[src/rtl/mips_pkg.sv]
// Shared MIPS definitions: opcodes, fetch FSM states and PC width.
package mips_pkg;

   localparam int PC_W = 32;

   localparam logic [5:0] OP_RTYPE = 6'b000000;
   localparam logic [5:0] OP_J     = 6'b000010;
   localparam logic [5:0] OP_BEQ   = 6'b000100;
   localparam logic [5:0] OP_LW    = 6'b100011;
   localparam logic [5:0] OP_SW    = 6'b101011;

   typedef enum logic {
      FETCH,
      ISSUE
   } fetch_state_t;

endpackage

[src/rtl/next_pc_logic.sv]
// Next-PC selection: jump over taken branch over sequential.
module next_pc_logic
   import mips_pkg::*;
(
   input  logic [PC_W-1:0] pc_plus4,
   input  logic [25:0]     target,
   input  logic [PC_W-1:0] branch_offset,
   input  logic            branch,
   input  logic            zero,
   input  logic            jump,
   output logic [PC_W-1:0] next_pc
);

   logic take_jump;
   logic take_br;

   assign take_jump = jump;
   assign take_br   = !jump && branch && zero;

   always_comb begin
      next_pc = pc_plus4;
      unique case (1'b1)
         take_jump: next_pc = {pc_plus4[31:28], target, 2'b00};
         take_br:   next_pc = pc_plus4 + (branch_offset << 2);
         default:   next_pc = pc_plus4;
      endcase
      next_pc[1:0] = 2'b00;
   end

endmodule

[src/rtl/instruction_fetch.sv]
// Fetch stage: PC, imem req/ready handshake, instruction register.
module instruction_fetch
   import mips_pkg::*;
#(
   parameter logic [PC_W-1:0] RESET_PC = 32'h0000_0000
) (
   input  logic            clk,
   input  logic            rst_n,
   output logic            imem_req,
   output logic [PC_W-1:0] imem_addr,
   input  logic            imem_ready,
   input  logic [31:0]     imem_rdata,
   input  logic            stall,
   input  logic            branch,
   input  logic            zero,
   input  logic            jump,
   input  logic [31:0]     branch_offset,
   output logic [31:0]     instr,
   output logic [5:0]      op_instruction,
   output logic [PC_W-1:0] pc_plus4,
   output logic            instr_valid
);

   fetch_state_t    state;
   fetch_state_t    next_state;
   logic [PC_W-1:0] pc;
   logic [PC_W-1:0] next_pc;
   logic            capture;
   logic            consume;

   next_pc_logic u_next_pc (
      .pc_plus4      (pc_plus4),
      .target        (instr[25:0]),
      .branch_offset (branch_offset),
      .branch        (branch),
      .zero          (zero),
      .jump          (jump),
      .next_pc       (next_pc)
   );

   always_comb begin
      next_state = state;
      capture    = 1'b0;
      consume    = 1'b0;
      unique case (state)
         FETCH: begin
            capture = imem_ready;
            if (imem_ready) next_state = ISSUE;
         end
         ISSUE: begin
            consume = !stall;
            if (!stall) next_state = FETCH;
         end
         default: next_state = FETCH;
      endcase
   end

   always_ff @(posedge clk) begin
      if (!rst_n) state <= FETCH;
      else        state <= next_state;
   end

   always_ff @(posedge clk) begin
      if (!rst_n) begin
         pc       <= RESET_PC;
         instr    <= '0;
         pc_plus4 <= '0;
      end else begin
         if (capture) begin
            instr    <= imem_rdata;
            pc_plus4 <= pc + 32'd4;
         end
         if (consume) pc <= next_pc;
      end
   end

   // Gated by rst_n so nothing is requested or offered mid-reset.
   assign imem_req       = rst_n && (state == FETCH);
   assign instr_valid    = rst_n && (state == ISSUE);
   assign imem_addr      = pc;
   assign op_instruction = instr[31:26];

endmodule

[config.mk]
export PLATFORM = sky130hd
export DESIGN_NAME = instruction_fetch
export DESIGN_NICKNAME = d
export VERILOG_FILES = /design/src/rtl/mips_pkg.sv /design/src/rtl/next_pc_logic.sv /design/src/rtl/instruction_fetch.sv
export SDC_FILE = /design/constraint.sdc
export NUM_CORES = 1
export LEC_CHECK = 0
export ABC_AREA = 1
export CAP_MARGIN = 15
export CORE_AREA = 3 3 107 109
export CTS_BUF_LIST = sky130_fd_sc_hd__clkbuf_4 sky130_fd_sc_hd__clkbuf_8
export DETAILED_ROUTE_END_ITERATION = 7
export DIE_AREA = 0 0 110 112
export DONT_BUFFER_PORTS = 1
export PLACE_DENSITY = 0.9
export SYNTH_ARGS = -nofsm -noshare
export SYNTH_HDL_FRONTEND = slang
export SYNTH_SLANG_ARGS = --single-unit
[constraint.sdc]
create_clock -name clk -period 2.3 [get_ports clk]
set_input_delay 0.575 -clock clk [delete_from_list [all_inputs] [get_ports clk]]
set_output_delay 0.575 -clock clk [all_outputs]
set_load 0.01 [all_outputs]
# Yosys cells after proc, flatten, opt, wreduce, memory -nomap -nowiden
# Cells that the tools add are included.
# Widths: inputs -> output; s select.
[op_classes]
add_sub_neg = 2
n_mul = 0
div = 0
n_lt_le_gt_ge = 0
eq_ne = 0
shift = 0
mux = 6
bitwise = 1
reduce_logical = 6
[op_table]
columns = ["op", "count"]
rows = [
  ["$pmux 32 s2", 1],
  ["$add 32x3->32 const B", 1],
  ["$add 32x32->32", 1],
  ["$logic_and 1x1->1", 4],
  ["$mux 1", 4],
  ["$logic_not 1->1", 2],
  ["$pmux 1 s2", 1],
  ["$not 1->1", 1],
]
[totals]
register_bits = 95
latchBits = 0
ram_bits = 0
rom_bits = 0
inputBits = 71
out_inout_bits = 104
elab_cells = 19
mem_count = 0

# Longest topological paths before layout
[depth]
ltp_word = 4
depth_mapped = 14
ltp_nobuf = 14

# Hierarchy
# A second synthesis with hierarchy kept.
[hier_totals]
cells_unflattened = 1182
area_unflattened_um2 = 6998.0
[modules_own_cells]
columns = ["module", "n_inst", "cells_per_inst", "area_per_inst_um2", "seq_area_each_um2"]
rows = [
  ["instruction_fetch", 1, 628, 4264.1, 1941.9],
  ["next_pc_logic", 1, 554, 2733.9, 0.0],
]

# Least setup slack after synthesis
# No wires, ideal clock.
[synth_timing]
path_kind = "input to register"
startpoint = "in branch_offset[0]"
endpoint = "reg pc[30] (netlist: imem_addr[30])"
setup_time_ns = 0.112
t_arrival_ns = 1.939
required_ns = 2.188
slack_ns = 0.249
path_stages = 13
n_path_buf = 0
cell_sequence = "ha_1 > inv_1 > fa_1 > inv_1 > nand3_1 > nand3_1 > nand2_1 > nand3_1 > nand2_1 > nand3_1 > nand3_1 > nand2_1 > nand2_1"
[synth_via]
elab_chain_cells = 2
[synth_lines]
columns = ["element", "line_no", "text"]
rows = [
  ["from (decl)", "instruction_fetch.sv:17", "input logic [31:0] branch_offset,"],
  ["$add 32x32->32", "next_pc_logic.sv:24", "take_br: next_pc = pc_plus4 + (branch_offset << 2);"],
  ["$pmux 32 s2", "next_pc_logic.sv:22", "unique case (1'b1)"],
  ["to (signal assigned)", "instruction_fetch.sv:73", "if (consume) pc <= next_pc;"],
  ["to (decl)", "instruction_fetch.sv:26", "logic [PC_W-1:0] pc;"],
]
# Every way passes these cells.
# A chain may end at the register's enable or synchronous reset.

# Worst setup path after layout
[layout_timing]
startpoint = "reg pc_plus4[12]"
endpoint = "reg pc[25] (netlist: imem_addr[25])"
[layout_via]
elab_chain_cells = 2
[layout_lines]
columns = ["element", "line_no", "text"]
rows = [
  ["from (decl)", "instruction_fetch.sv:20", "output logic [PC_W-1:0] pc_plus4,"],
  ["from (signal assigned)", "instruction_fetch.sv:71", "pc_plus4 <= pc + 32'd4;"],
  ["$add 32x32->32", "next_pc_logic.sv:24", ""],
  ["$pmux 32 s2", "next_pc_logic.sv:22", ""],
]
# Every way passes these cells.

==> out/metrics.yaml <==
status: "finished clean"
coreArea_um2: 10700
max-slew-margin-rel_pct: 43.14
start_util_pct: 63.04
n_antenna_cell: 0
avgSynthCellArea_um2: 6.059
num_io_pins: 175
hold_ws_ns: 0.3160
grt_max_degree: 74
p_leak_nw: 3.700
grtUsageTotal_pct: 37.30
port-buffer-count: 0
fp.dieH_um: 112
final.setup.tns_ns: 0
hold_path_class: "in2reg"
ys_types: 43
drt_wl_total_um: 22590
synthTopCellsByArea: "dfxtp_1, nand2_1, nor2_1, inv_1, nand3_1"
cp-end-kind: "register"
cts_made_buffers: 9
synth_edf_count: 0
clk_pin_slew_ns: 0.09
hpwlAfterDp_um: 17590
finalNetCount: 1224
synth_seq_cells: 93
rsz0062_at_grt: "no"
tightest_slew_ns: 0.8520
hold_viol: 0
synth_top_cell_area_share_pct: 27.61
ir_drop_mv: 0.5450
clock_latency_ns: 0.37
finalSetupViolCount: 0
worstPathRequired_ns: 2.60
syn2layout_area_growth_pct: 7.514
path_max_fanout: 5
htreeDepth: 3
start_kind: "register"
routabilityCongestion: 0.9775
grt_pass1_vias: 6914
dp_cells: 1251
tritoncts: "done"
cts_sinks: 93
synthCells: 1113
overflow: 0
ant_nets: 0
path_class: "reg2reg"
drv_slew: 0
syn-cell-area_um2: 6744
drtPass1Iterations: 6
synth_ff_type: "dfxtp_1"
power_density_nw_per_um2: 566.5
yosysWarningCount: 0
cts-root-buf: "clkbuf_8"
vias: 7422
routedWlPerCell_um: 17.83
die-area_um2: 12320
final_cells: 1267
cap_violations: 0
hold_buffers: 0
fmaxAchievable_mhz: 477.9
grt_pass1_wl_um: 35790
routed_via_density: 5.858
total_power_w: 0.004108
drc: 0
die_w_um: 110
drive_above_1_share_pct: 7.365
postSynth.asyncResetShare_pct: 0
min_period_ns: 2.092
drt_iter0_drc: 1001
post_cts_buffers: 0
yosysSeqAreaShare_pct: 27.61
clockBufferDepth: 2
nFillCells: 989
antenna_found_initial: 0
core.rowCount: 38
yosysTopAreaCell: "dfxtp_1"
fin_skew_ns: 0.01148
critPathArrivalTime_ns: 2.39
period_share_pct: 90.98
[per-stage QoR]
stage | worst slack [ns] | cell area, µm² | util, %
6_report | 0.2075 | 7251 | 67.78
3_5_place_dp | 0.03570 | 7030 | 65.72
5_1_grt | 0.002212 | 7251 | 67.78
3_3_place_gp | 0.1281 | 7030 | 65.72
2_1_floorplan | 0.2486 | 6755 | -
4_1_cts | 0.2581 | 7246 | 67.73
[worst max-delay path, stage by stage (launching register included)]
cell and delay (ns):
dfxtp_1 0.43, ha_1 0.41, nand2_1 0.13, nor2_1 0.23, nand2_1 0.10, nor2_1 0.10, nand2_1 0.13, nand4_1 0.13
nand3_1 0.19, a21oi_1 0.17
[where the power goes]
group / total, W / internal, W / switching (W)
combinational: 0.000997 / 0.000351 / 0.000647
sequential: 0.00194 / 0.00173 / 0.000207
clock: 0.00117 / 0.000602 / 0.000571
total: 0.00411 / 0.00268 / 0.00143
[synthesized netlist by cell type (6+ instances only)]
library cell / number
nand2_1: 277
nor2_1: 163
inv_1: 162
dfxtp_1: 93
nand3_1: 81
o21ai_0: 79
a21oi_1: 58
ha_1: 30
clkbuf_1: 24
a221oi_1: 17
nand4_1: 14
buf_4: 11
xor2_1: 11
buf_2: 8
o211ai_1: 8
and2_1: 7
or2_2: 7
a31oi_1: 6
nor3_1: 6
xnor2_1: 6
[final timing paths]
| path | startpoint | endpoint | slack (ns) | depth (start not counted) |
|---|---|---|---|---|
| worst min-delay path | imem_ready | state | 0.32 | 1 |
| worst max-delay path | pc_plus4[12] | imem_addr[25] | 0.21 | 9 |
| worst min register to register | imem_addr[31] | imem_addr[31] | 0.54 | 2 |
| worst max register to register | pc_plus4[12] | imem_addr[25] | 0.21 | 9 |
[per-layer routing]
layer	part of all wire [%]	vias up	GRT usage, %
met5	0	-	0
met4	4.2	0	16.71
met3	12	78	7.884
met2	44	463	57.00
met1	40	3310	50.22
li1	-	3571	-
[state kept, by name (all words and copies together) (netlist names)]
name       flops
instr         32
pc_plus4      30
imem_addr     30
state          1
[logic make-up after synthesis]
| group | synth area share, % |
|---|---|
| AOI/OAI and AO/OA | 15.03 |
| other | 0.05561 |
| buffers and inverters | 12.39 |
| and+or+nand+nor | 36.85 |
| DFF | 27.61 |
| xor gates and xnor gates | 2.208 |
| adders and majority gates | 5.863 |
[repair_timing]
item / 4_1_cts / 5_1_grt
resized for setup: 0 / 1
endpoints found under the setup margin: 0 / 1
endpoints found under the hold margin: 0 / 0
[layout by cell type, fill, tap and decap left out, drive strengths merged, types with 2 or more instances in the layout]
cell type / instances
or2: 13
dfxtp: 93
a21oi: 58
xnor2: 6
and2: 7
nand3: 83
nor2: 170
xor2: 11
a21o: 2
nand3b: 3
o211ai: 8
inv: 164
clkbuf: 13
a31oi: 6
buf: 40
nand2: 281
a221oi: 17
nor4: 4
o21ai: 83
conb: 4
nor3: 7
ha: 30
nand4: 14
[cell type report]
| class | instances | area (µm²) | share of cell area (%) |
|---|---|---|---|
| clock buffers | 13 | 172.7 | 2.381 |
| multi-input cells | 814 | 4070 | 56.13 |
| flip-flops and latches | 93 | 1862 | 25.68 |
| repair buffers | 40 | 312.8 | 4.314 |
| clock inverters | 3 | 42.54 | 0.5867 |
| well taps | 140 | 175.2 | 2.416 |
| inverters | 164 | 615.6 | 8.490 |
No activity file was read; power rests on OpenSTA's default activity.
